## src/rtl/dds_sweep_pkg.sv

```systemverilog
// dds_sweep_pkg: shared definitions for the DDS frequency-sweep scheduler.
//   - default widths for the tuning word and the dwell counter
//   - sweep mode encodings (a mode of 3 behaves as an up sweep)
//   - scheduler state encoding, also presented on the fsm_state debug port
package dds_sweep_pkg;

    localparam int DEF_STEP_W  = 32;
    localparam int DEF_DWELL_W = 16;

    localparam logic [1:0] MODE_UP   = 2'd0;
    localparam logic [1:0] MODE_DOWN = 2'd1;
    localparam logic [1:0] MODE_TRI  = 2'd2;

    // ST_ADVANCE is never held in the state register: it marks the final
    // dwell cycle, in which the next point is chosen combinationally.
    typedef enum logic [1:0] {
        ST_IDLE    = 2'd0,
        ST_DWELL   = 2'd1,
        ST_ADVANCE = 2'd2
    } sweep_state_e;

endpackage

```

## src/rtl/dds_sweep_ctrl_dwell_timer.sv

```systemverilog
// dds_dwell_timer: per-point dwell counter with terminal-count compare.
// Ports:
//   clk, reset : clock, synchronous active-high reset
//   load       : clear the count to 0 (takes priority over en)
//   en         : count up by one per cycle
//   limit      : terminal count (latched dwell value)
//   expire     : high while enabled and the count equals limit
module dds_dwell_timer #(
    parameter int DWELL_W = 16
) (
    input  logic               clk,
    input  logic               reset,
    input  logic               load,
    input  logic               en,
    input  logic [DWELL_W-1:0] limit,
    output logic               expire
);

    logic [DWELL_W-1:0] count;

    always_ff @(posedge clk) begin
        if (reset) begin
            count <= '0;
        end else if (load) begin
            count <= '0;
        end else if (en) begin
            count <= count + 1'b1;
        end
    end

    assign expire = en && (count == limit);

endmodule

```

## src/rtl/dds_sweep_ctrl.sv

```systemverilog
// dds_sweep_ctrl: steps the DDS tuning word between two endpoints in fixed
// increments, holding each point for dwell+1 cycles. Up, down and triangle
// sweeps, single-shot or repeating, with start/abort control.
// Ports:
//   clk, reset          : clock, synchronous active-high reset
//   start, abort        : sweep request (IDLE only) / stop (any state, wins)
//   mode                : 0 up, 1 down, 2 triangle, 3 up
//   start_step/stop_step: endpoints, either order
//   delta_step          : increment per point (0 treated as 1)
//   dwell               : cycles per point minus 1
//   repeat_en           : restart at end of sweep instead of finishing
//   step_out            : tuning word to the wave generators
//   busy, done          : sweep active / one-cycle completion pulse
//   sweep_dir           : 1 up, 0 down
//   fsm_state           : debug view of the scheduler state
// Optional (macro DDS_SWEEP_MARKER_EN):
//   marker_step         : marker frequency, latched at start
//   marker              : one-cycle pulse when a new point reaches marker_step
//
// Valid/ready: start is a one-cycle request that is accepted only when the
// block is idle (busy=0) and abort is low; anything else drops it silently.
module dds_sweep_ctrl
    import dds_sweep_pkg::*;
#(
    parameter int STEP_W  = DEF_STEP_W,
    parameter int DWELL_W = DEF_DWELL_W
) (
    input  logic               clk,
    input  logic               reset,
    input  logic               start,
    input  logic               abort,
    input  logic [1:0]         mode,
    input  logic [STEP_W-1:0]  start_step,
    input  logic [STEP_W-1:0]  stop_step,
    input  logic [STEP_W-1:0]  delta_step,
    input  logic [DWELL_W-1:0] dwell,
    input  logic               repeat_en,
    output logic [STEP_W-1:0]  step_out,
    output logic               busy,
    output logic               done,
    output logic               sweep_dir,
    output logic [1:0]         fsm_state
`ifdef DDS_SWEEP_MARKER_EN
    ,
    input  logic [STEP_W-1:0]  marker_step,
    output logic               marker
`endif
);

    sweep_state_e       state;
    logic [STEP_W-1:0]  lo_q, hi_q, delta_q;
    logic [DWELL_W-1:0] dwell_q;
    logic [1:0]         mode_q;
    logic               repeat_q;
    logic               expire;

    // Endpoint ordering and start values for a fresh start and for a repeat.
    logic [STEP_W-1:0]  in_lo, in_hi, init_step, reload_step;
    logic               init_dir, reload_dir;

    assign in_lo       = (start_step <= stop_step) ? start_step : stop_step;
    assign in_hi       = (start_step <= stop_step) ? stop_step  : start_step;
    assign init_dir    = (mode != MODE_DOWN);
    assign init_step   = init_dir ? in_lo : in_hi;
    assign reload_dir  = (mode_q != MODE_DOWN);
    assign reload_step = reload_dir ? lo_q : hi_q;

    dds_dwell_timer #(.DWELL_W(DWELL_W)) u_timer (
        .clk    (clk),
        .reset  (reset),
        .load   ((state == ST_IDLE) || expire),
        .en     (state == ST_DWELL),
        .limit  (dwell_q),
        .expire (expire)
    );

    assign fsm_state = (state == ST_DWELL && expire) ? ST_ADVANCE : state;

    // Next-point decision. Sums/differences are one bit wider so clamping
    // to the endpoints never sees a wrapped value.
    logic [STEP_W:0]   sum, diff;
    logic [STEP_W-1:0] up_sat, dn_sat, nxt_step;
    logic              nxt_dir, move_up, sweep_end;

    always_comb begin
        sum       = {1'b0, step_out} + {1'b0, delta_q};
        diff      = {1'b0, step_out} - {1'b0, delta_q};
        up_sat    = (sum > {1'b0, hi_q}) ? hi_q : sum[STEP_W-1:0];
        dn_sat    = (diff[STEP_W] || (diff[STEP_W-1:0] < lo_q)) ? lo_q : diff[STEP_W-1:0];
        nxt_step  = step_out;
        nxt_dir   = sweep_dir;
        move_up   = sweep_dir;
        sweep_end = 1'b0;
        if (sweep_dir) begin
            if (step_out < hi_q) begin
                nxt_step = up_sat;
            end else if (mode_q == MODE_TRI) begin
                // Turn around at the top; a zero-width range has no second
                // point, so it only flips direction and finishes.
                nxt_dir = 1'b0;
                if (lo_q != hi_q) begin
                    nxt_step = dn_sat;
                    move_up  = 1'b0;
                end else begin
                    sweep_end = 1'b1;
                end
            end else begin
                sweep_end = 1'b1;
            end
        end else begin
            if (step_out > lo_q) begin
                nxt_step = dn_sat;
            end else begin
                sweep_end = 1'b1;
            end
        end
    end

`ifdef DDS_SWEEP_MARKER_EN
    logic [STEP_W-1:0] marker_q;
    logic              step_hit;

    // Crossing test for an advance: old value strictly before the marker,
    // new value at or past it, in the direction of the move.
    assign step_hit = move_up ? ((step_out < marker_q) && (marker_q <= nxt_step))
                              : ((step_out > marker_q) && (marker_q >= nxt_step));
`else
    logic unused_move_up;
    assign unused_move_up = move_up;
`endif

    always_ff @(posedge clk) begin
        if (reset) begin
            state     <= ST_IDLE;
            step_out  <= '0;
            busy      <= 1'b0;
            done      <= 1'b0;
            sweep_dir <= 1'b1;
            lo_q      <= '0;
            hi_q      <= '0;
            delta_q   <= '0;
            dwell_q   <= '0;
            mode_q    <= MODE_UP;
            repeat_q  <= 1'b0;
`ifdef DDS_SWEEP_MARKER_EN
            marker_q  <= '0;
            marker    <= 1'b0;
`endif
        end else if (abort) begin
            state <= ST_IDLE;
            busy  <= 1'b0;
            done  <= 1'b0;
`ifdef DDS_SWEEP_MARKER_EN
            marker <= 1'b0;
`endif
        end else begin
            done <= 1'b0;
`ifdef DDS_SWEEP_MARKER_EN
            marker <= 1'b0;
`endif
            case (state)
                ST_IDLE: begin
                    if (start) begin
                        lo_q      <= in_lo;
                        hi_q      <= in_hi;
                        delta_q   <= (delta_step == '0) ? {{(STEP_W-1){1'b0}}, 1'b1} : delta_step;
                        dwell_q   <= dwell;
                        mode_q    <= mode;
                        repeat_q  <= repeat_en;
                        step_out  <= init_step;
                        sweep_dir <= init_dir;
                        busy      <= 1'b1;
                        state     <= ST_DWELL;
`ifdef DDS_SWEEP_MARKER_EN
                        marker_q  <= marker_step;
                        marker    <= (init_step == marker_step);
`endif
                    end
                end
                ST_DWELL: begin
                    if (expire) begin
                        if (!sweep_end) begin
                            step_out  <= nxt_step;
                            sweep_dir <= nxt_dir;
`ifdef DDS_SWEEP_MARKER_EN
                            marker    <= step_hit;
`endif
                        end else if (repeat_q) begin
                            step_out  <= reload_step;
                            sweep_dir <= reload_dir;
`ifdef DDS_SWEEP_MARKER_EN
                            marker    <= (reload_step == marker_q);
`endif
                        end else begin
                            sweep_dir <= nxt_dir;
                            busy      <= 1'b0;
                            done      <= 1'b1;
                            state     <= ST_IDLE;
                        end
                    end
                end
                default: state <= ST_IDLE;
            endcase
        end
    end

endmodule
```

## config.mk

```make
export PLATFORM = sky130hd
export DESIGN_NAME = dds_sweep_ctrl
export DESIGN_NICKNAME = d
export VERILOG_FILES = /design/src/rtl/dds_sweep_pkg.sv /design/src/rtl/dds_sweep_ctrl_dwell_timer.sv /design/src/rtl/dds_sweep_ctrl.sv
export SDC_FILE = /design/constraint.sdc
export NUM_CORES = 1
export LEC_CHECK = 0
export ABC_AREA = 1
export BUFFER_PORTS_ARGS = -buffer_cell sky130_fd_sc_hd__buf_2
export CAP_MARGIN = 20
export CORE_MARGIN = 8
export CORE_UTILIZATION = 25
export CTS_CLUSTER_SIZE = 12
export DETAILED_ROUTE_END_ITERATION = 8
export MAX_ROUTING_LAYER = met4
export SYNTH_ARGS = -nofsm -noshare
export SYNTH_HDL_FRONTEND = slang
export SYNTH_HIERARCHICAL = 1
export SYNTH_SLANG_ARGS = --single-unit
```

## constraint.sdc

```tcl
create_clock -name clk -period 5.7 [get_ports clk]
set_input_delay 1.14 -clock clk [delete_from_list [all_inputs] [get_ports clk]]
set_output_delay 1.14 -clock clk [all_outputs]
set_load 0.01 [all_outputs]
```

==> impl_metrics.env, run 1 <==
export IMPL_max_slew_margin_pct=36.0
export IMPL_drt_wl_total_um=79200
export IMPL_critPathLaunch="delta_q[29]"
export IMPL_whs_ns=0.494
export IMPL_yosysWarnings=6
export IMPL_syn_to_final_growth_pct=12.0
export IMPL_met1_usage_pct=25.7
export IMPL_syn_num_nets=3541
export IMPL_yosysMostFrequentCell="nand2_1"
export IMPL_ys_seq_area_share_pct=17.6
export IMPL_nets=3619
export IMPL_ant_nets=0
export IMPL_finalHoldViolCount=0
export IMPL_synth_cell_types=47
export IMPL_die_h_um=291
export IMPL_drv_cap=0
export IMPL_cp_start_kind="flop"
export IMPL_ios=156
export IMPL_drtPass1Iterations=6
export IMPL_tightestPinTransition_ns=0.960
export IMPL_finalCriticalPeriod_ns=4.77
export IMPL_hp_class="flop to flop"
export IMPL_viasPerCell=5.04
export IMPL_setup_viol=0
export IMPL_start_util_pct=25.3
export IMPL_fill_cells=8503
export IMPL_port_buffers=155
export IMPL_grtUsageMet3_pct=2.53
export IMPL_clkLatencyLatePin_ns=0.51
export IMPL_period_share_pct=83.7
export IMPL_synth_area_top_cells="nand2_1 18%, dfxtp_1 18%, ha_1 15%, inv_1 9.3%, nand3_1 7.9%"
export IMPL_drt_iter0_drc=2099
export IMPL_antenna_found_initial=5
export IMPL_ys_seq_elements=166
export IMPL_status="completed"
export IMPL_die_w_um=291
export IMPL_drv_slew=0
export IMPL_place_congestion=0.995
export IMPL_grt_pass1_wl_um=120000
export IMPL_num_vias=21500
export IMPL_ir_drop_mv=0.244
export IMPL_synth_cell_area_um2=18900
export IMPL_grt_busiest_layer="met2"
export IMPL_final_setup_tns_ns=0
export IMPL_synth_commonest_cells="910 x nand2_1, 467 x inv_1, 298 x nand3_1, 260 x nor2_1, 223 x ha_1"
export IMPL_crit_type="flop to flop"
export IMPL_avgSynthCellArea_um2=5.91
export IMPL_clockRootBuffer="clkbuf_16"
export IMPL_grt_ovfl_total=0
export IMPL_synthCells=3197
export IMPL_ys_flop_type="dfxtp_1"
export IMPL_cp_max_fo=35
export IMPL_dieArea_um2=84600
export IMPL_h_tree_depth=4
export IMPL_finalClockSkew_ns=0.0223
export IMPL_cts_made_buffers=17
export IMPL_grt_pass1_vias=19600
export IMPL_synth_top_cell_by_area="nand2_1"
export IMPL_r2r_start="delta_q[29]"
export IMPL_cts_tree="built"
export IMPL_drc=0
export IMPL_rows=100
export IMPL_synth_edf_count=0
export IMPL_core_area_um2=74600
export IMPL_grtUsageTotal_pct=18.6
export IMPL_drive_gt1_share_pct=8.79
export IMPL_clkTransAtPathRegs_ns=0.08
export IMPL_fmax_ghz=0.210
export IMPL_hold_path_startpoint="delta_q[2]"
export IMPL_setup_worst_path_end_class="flop"
export IMPL_critical_path_required_ns=6.12
export IMPL_hpwlAfterDp_um=62900
export IMPL_cts_sinks=166
export IMPL_rsz0062_at_grt="false"
export IMPL_total_leakage_power_uw=0.0110
export IMPL_cts_resized_gates=0
export IMPL_crit_arrival_ns=5.18
export IMPL_detail_route_wl_per_cell_um=18.6
export IMPL_grt_max_degree=173
export IMPL_cts_setup_buffers=0
export IMPL_ctsHoldBuffers=0
export IMPL_async_flop_share_pct=0
export IMPL_power_per_cell_area_nw_per_um2=264
export IMPL_globalRouteMet2Util_pct=28.1
export IMPL_synth_top_area_share_pct=18.1
export IMPL_cts_path_max_buffers=2
[metal layers]
metal  wire length (um)  vias to the layer above
met5                  0                        -
met4               2150                        0
met3               5800                       85
met2              34400                      926
met1              36900                     9868
li1                   -                    10600
[cell usage in the layout, fill, tap and decap left out, drive strengths merged, types with 5 or more instances in the layout]
master,count
inv,502
a211oi,21
buf,200
nor4,13
nand2,918
nor2,262
nand3b,5
o21a,9
o211ai,71
o21bai,10
clkbuf,18
nor3,34
a21oi,211
clkinv,5
o21ai,137
xor2,46
nand3,299
dfxtp,166
a21o,5
ha,223
nand4,114
a31oi,6
[registers in the layout, summed over array words and instances (netlist names)]
register / count
lo_q: 32
u_timer/count: 16
delta_q: 32
step_out: 32
hi_q: 32
dwell_q: 16
repeat_q: 1
mode_q: 2
busy: 1
sweep_dir: 1
done: 1
[path summary, 6_finish.rpt]
path	end	slack [ns]	cells past startpoint
hold reg to reg	delta_q[2]	0.49	2
setup / recovery	step_out[25]	0.93	23
setup reg to reg	step_out[25]	0.93	23
hold / removal	delta_q[2]	0.49	2
[metrics by stage]
stage	instance area [um2]	worst slack (ns)	total power [uW]	utilization, %	instances
6_report	21100	0.931	5590	28.4	4260
2_1_floorplan	18900	2.16	3350	-	3197
4_1_cts	21100	1.02	5540	28.3	4257
5_1_grt	21100	0.508	5980	28.4	4259
3_3_place_gp	20500	1.01	4260	27.5	4225
3_5_place_dp	20500	1.04	4260	27.5	4225
[layout make-up]
type	instances	area, um2	share of cell area (%)
antenna	3	7.51	0.0355
clock buffer	18	439	2.08
clock inverter	14	158	0.746
inverter	496	1860	8.82
multi-input combinational	2394	13000	61.5
sequential	166	3320	15.7
tap	969	1210	5.73
timing repair buffer	200	1130	5.33
[critical path: stages (launching register included)]
cell and delay (ns):
dfxtp_1 0.39, inv_1 0.07, ha_1 0.43, clkinv_1 0.36, nor3_1 0.52, nand2_1 0.15, nor2_1 0.25, nor2_1 0.09
nand3_1 0.08, nand2_1 0.15, ha_1 0.34, nand2_1 0.07, nor2_1 0.20, nand2_1 0.09, nor4_1 0.17, nand2_1 0.09
nand2_1 0.12, nand2_4 0.29, clkinv_2 0.13, buf_4 0.25, nand2_1 0.08, nand3_1 0.08, nand3_1 0.09, a21oi_1 0.18
[logic make-up (layout without fill, tap and decap cells)]
group | after synthesis | after routing | share of synthesized area, %
fa+ha+maj | 225 | 225 | 15.0
compound gates | 474 | 474 | 14.3
flops | 166 | 166 | 17.6
other cells | 0 | 3 | 0
xor+xnor | 49 | 49 | 2.27
buf+inv | 637 | 728 | 13.6
simple gates | 1646 | 1646 | 37.2
[where the power goes]
part           total, uW  internal (uW)  switching [uW]
Clock               1270            635             633
Sequential          1350           1240             110
Combinational       2970            913            2060
No activity file was read; power rests on OpenSTA's default activity.
==> inputs of run 2 (changes only) <==
==> constraint.sdc (replaced) <==
create_clock -name clk -period 5 [get_ports clk]
set_input_delay 1 -clock clk [delete_from_list [all_inputs] [get_ports clk]]
set_output_delay 1 -clock clk [all_outputs]
set_load 0.01 [all_outputs]
==> run 2 against run 1 <==
Against the previous run: first-iteration DRC count grew 6.9%; largest cell class unchanged; clock power is 9% higher; largest power group unchanged; setup slack got worse by 0.47 ns; non-clock buffer count increased by 12; fmax increased by 5.1%; highest routed layer unchanged; power is 13% higher.
==> impl_metrics.env, run 2 (same netlist as run 1, synthesis figures left out) <==
export IMPL_cts_sinks=166
export IMPL_r2r_start="step_out[1]"
export IMPL_p_sw_uw=3090
export IMPL_cts_setup_buffers=0
export IMPL_crit_chain="inv_1, fa_1, nand3b_1, nand2_1, nand2_1, nand2_1, nand3_1, nand2_1, xor2_1, ha_1, a21oi_1, o21ai_0, nor2_1, nand3_1, nand2_1, nand2_1, nand2_1, nand2_1, nand2_1, buf_4, nand4_1, nand3_1, nand3_1, a21oi_1"
export IMPL_tightestPinTransition_ns=1.10
export IMPL_drv_slew=0
export IMPL_swShare_pct=49.0
export IMPL_rsz0062_at_grt="false"
export IMPL_finalHoldViolCount=0
export IMPL_core_area_um2=74600
export IMPL_finalClockSkew_ns=0.0307
export IMPL_cp_common_cell="nand2_1"
export IMPL_die_h_um=291
export IMPL_place_congestion=1.02
export IMPL_cp_slowest_stage_delay_ns=0.50
export IMPL_pre_cts_ws_ns=0.603
export IMPL_max_slew_margin_pct=26.6
export IMPL_start_util_pct=25.3
export IMPL_h_tree_depth=4
export IMPL_clkTransAtPathRegs_ns=0.08
export IMPL_antenna_found_initial=10
export IMPL_ios=156
export IMPL_syn_to_final_growth_pct=12.4
export IMPL_hpwlAfterDp_um=63400
export IMPL_cp_start_kind="flop"
export IMPL_ant_nets=0
export IMPL_detail_route_wl_per_cell_um=18.6
export IMPL_grtUsageTotal_pct=18.7
export IMPL_seqPwrFrac_pct=24.4
export IMPL_clkLatencyLatePin_ns=0.50
export IMPL_drtPass1Iterations=5
export IMPL_period_share_pct=90.8
export IMPL_num_vias=21500
export IMPL_power_per_cell_area_nw_per_um2=297
export IMPL_status="completed"
export IMPL_cts_path_max_buffers=2
export IMPL_most_common_layout_cells="908 x nand2_1, 465 x inv_1, 298 x nand3_1"
export IMPL_path_delay_family="simple AND/OR/NAND/NOR gates"
export IMPL_grt_ovfl_total=0
export IMPL_drc=0
export IMPL_ctsHoldBuffers=0
export IMPL_cp_max_fo=25
export IMPL_clkPwrFrac_pct=22.0
export IMPL_crit_type="flop to flop"
export IMPL_drive_gt1_share_pct=8.94
export IMPL_critPathLaunch="step_out[1]"
export IMPL_cts_tree="built"
export IMPL_grt_pass1_wl_um=120000
export IMPL_fill_cells=8441
export IMPL_p_int_uw=3220
export IMPL_port_buffers=155
export IMPL_cts_resized_gates=0
export IMPL_nets=3631
export IMPL_total_leakage_power_uw=0.0110
export IMPL_grt_pass1_vias=20000
export IMPL_p_comb_share_pct=53.6
export IMPL_clockRootBuffer="clkbuf_16"
export IMPL_final_common_cell="nand2_1"
export IMPL_crit_arrival_ns=4.95
export IMPL_drv_cap=0
export IMPL_setup_worst_path_end_class="flop"
export IMPL_rows=100
export IMPL_critical_path_required_ns=5.41
export IMPL_hp_class="flop to flop"
export IMPL_whs_ns=0.496
export IMPL_drt_iter0_drc=2243
export IMPL_hold_path_startpoint="delta_q[7]"
export IMPL_die_w_um=291
export IMPL_setup_viol=0
export IMPL_dieArea_um2=84600
export IMPL_final_setup_tns_ns=0
export IMPL_drt_wl_total_um=79700
export IMPL_ir_drop_mv=0.347
export IMPL_setup_slack_ns=0.461
export IMPL_fmax_ghz=0.220
export IMPL_cts_made_buffers=17
export IMPL_crit_buf_inv=2
export IMPL_slowest_stage="dfxtp_1"
export IMPL_viasPerCell=5.03
export IMPL_finalCriticalPeriod_ns=4.54
export IMPL_grt_max_degree=168
[run 2: cell types whose count changed in the layout (fill, tap and decap cells not counted), sizes merged]
cell	before	now
buf	200	212
clkbuf	18	22
bufinv	1	2
clkinvlp	2	3
inv	502	494
diode	3	8
[run 2: per-stage QoR]
step / total power, uW / instance area [um2] / util [%] / cells
after floorplan: 3820 / 18900 / - / 3197
after global placement: 4850 / 20600 / 27.7 / 4236
after detailed placement: 4860 / 20700 / 27.7 / 4237
after CTS: 6260 / 21200 / 28.4 / 4267
after global routing: 6750 / 21200 / 28.5 / 4275
final: 6310 / 21200 / 28.5 / 4275
[run 2: worst paths after layout]
path | end | slack (ns) | cells after the start
max | step_out[16] | 0.46 | 24
min | delta_q[7] | 0.50 | 2
max reg2reg | step_out[16] | 0.46 | 24
min reg2reg | delta_q[7] | 0.50 | 2
[run 2: area by class of cell]
cell class	instances	area (um2)	share of cell area [%]
tap	969	1210	5.71
clock inverter	8	101	0.477
timing repair buffer	212	1240	5.85
multi-input combinational	2394	13000	61.3
sequential	166	3320	15.7
clock buffer	22	454	2.14
inverter	496	1860	8.78
antenna	8	20.0	0.0943
[run 2: power groups by stage]
stage | logic [uW] | clock network [uW] | registers [uW]
global route | 3750 | 1440 | 1550
finish | 3380 | 1390 | 1540
floorplan | 2280 | 0 | 1540
global placement | 3290 | 0 | 1570
CTS | 3310 | 1410 | 1540
detailed placement | 3290 | 0 | 1560
[run 2: layer usage]
metal,vias up,track usage [%],share of wire [%]
li1,10600,-,-
met1,9855,24.8,45
met2,921,28.4,43
met3,126,3.02,7.7
met4,0,6.66,3.5
met5,-,-,0
[run 2: worst reg2reg max path, stage by stage (launching register included)]
cell and delay, ns:
dfxtp_1 0.50, inv_1 0.14, fa_1 0.47, nand3b_1 0.17, nand2_1 0.16, nand2_1 0.07
nand2_1 0.12, nand3_1 0.09, nand2_1 0.20, xor2_1 0.35, ha_1 0.33, a21oi_1 0.14
o21ai_0 0.08, nor2_1 0.11, nand3_1 0.15, nand2_1 0.09, nand2_1 0.05, nand2_1 0.05
nand2_1 0.05, nand2_1 0.14, buf_4 0.37, nand4_1 0.21, nand3_1 0.13, nand3_1 0.09
a21oi_1 0.17
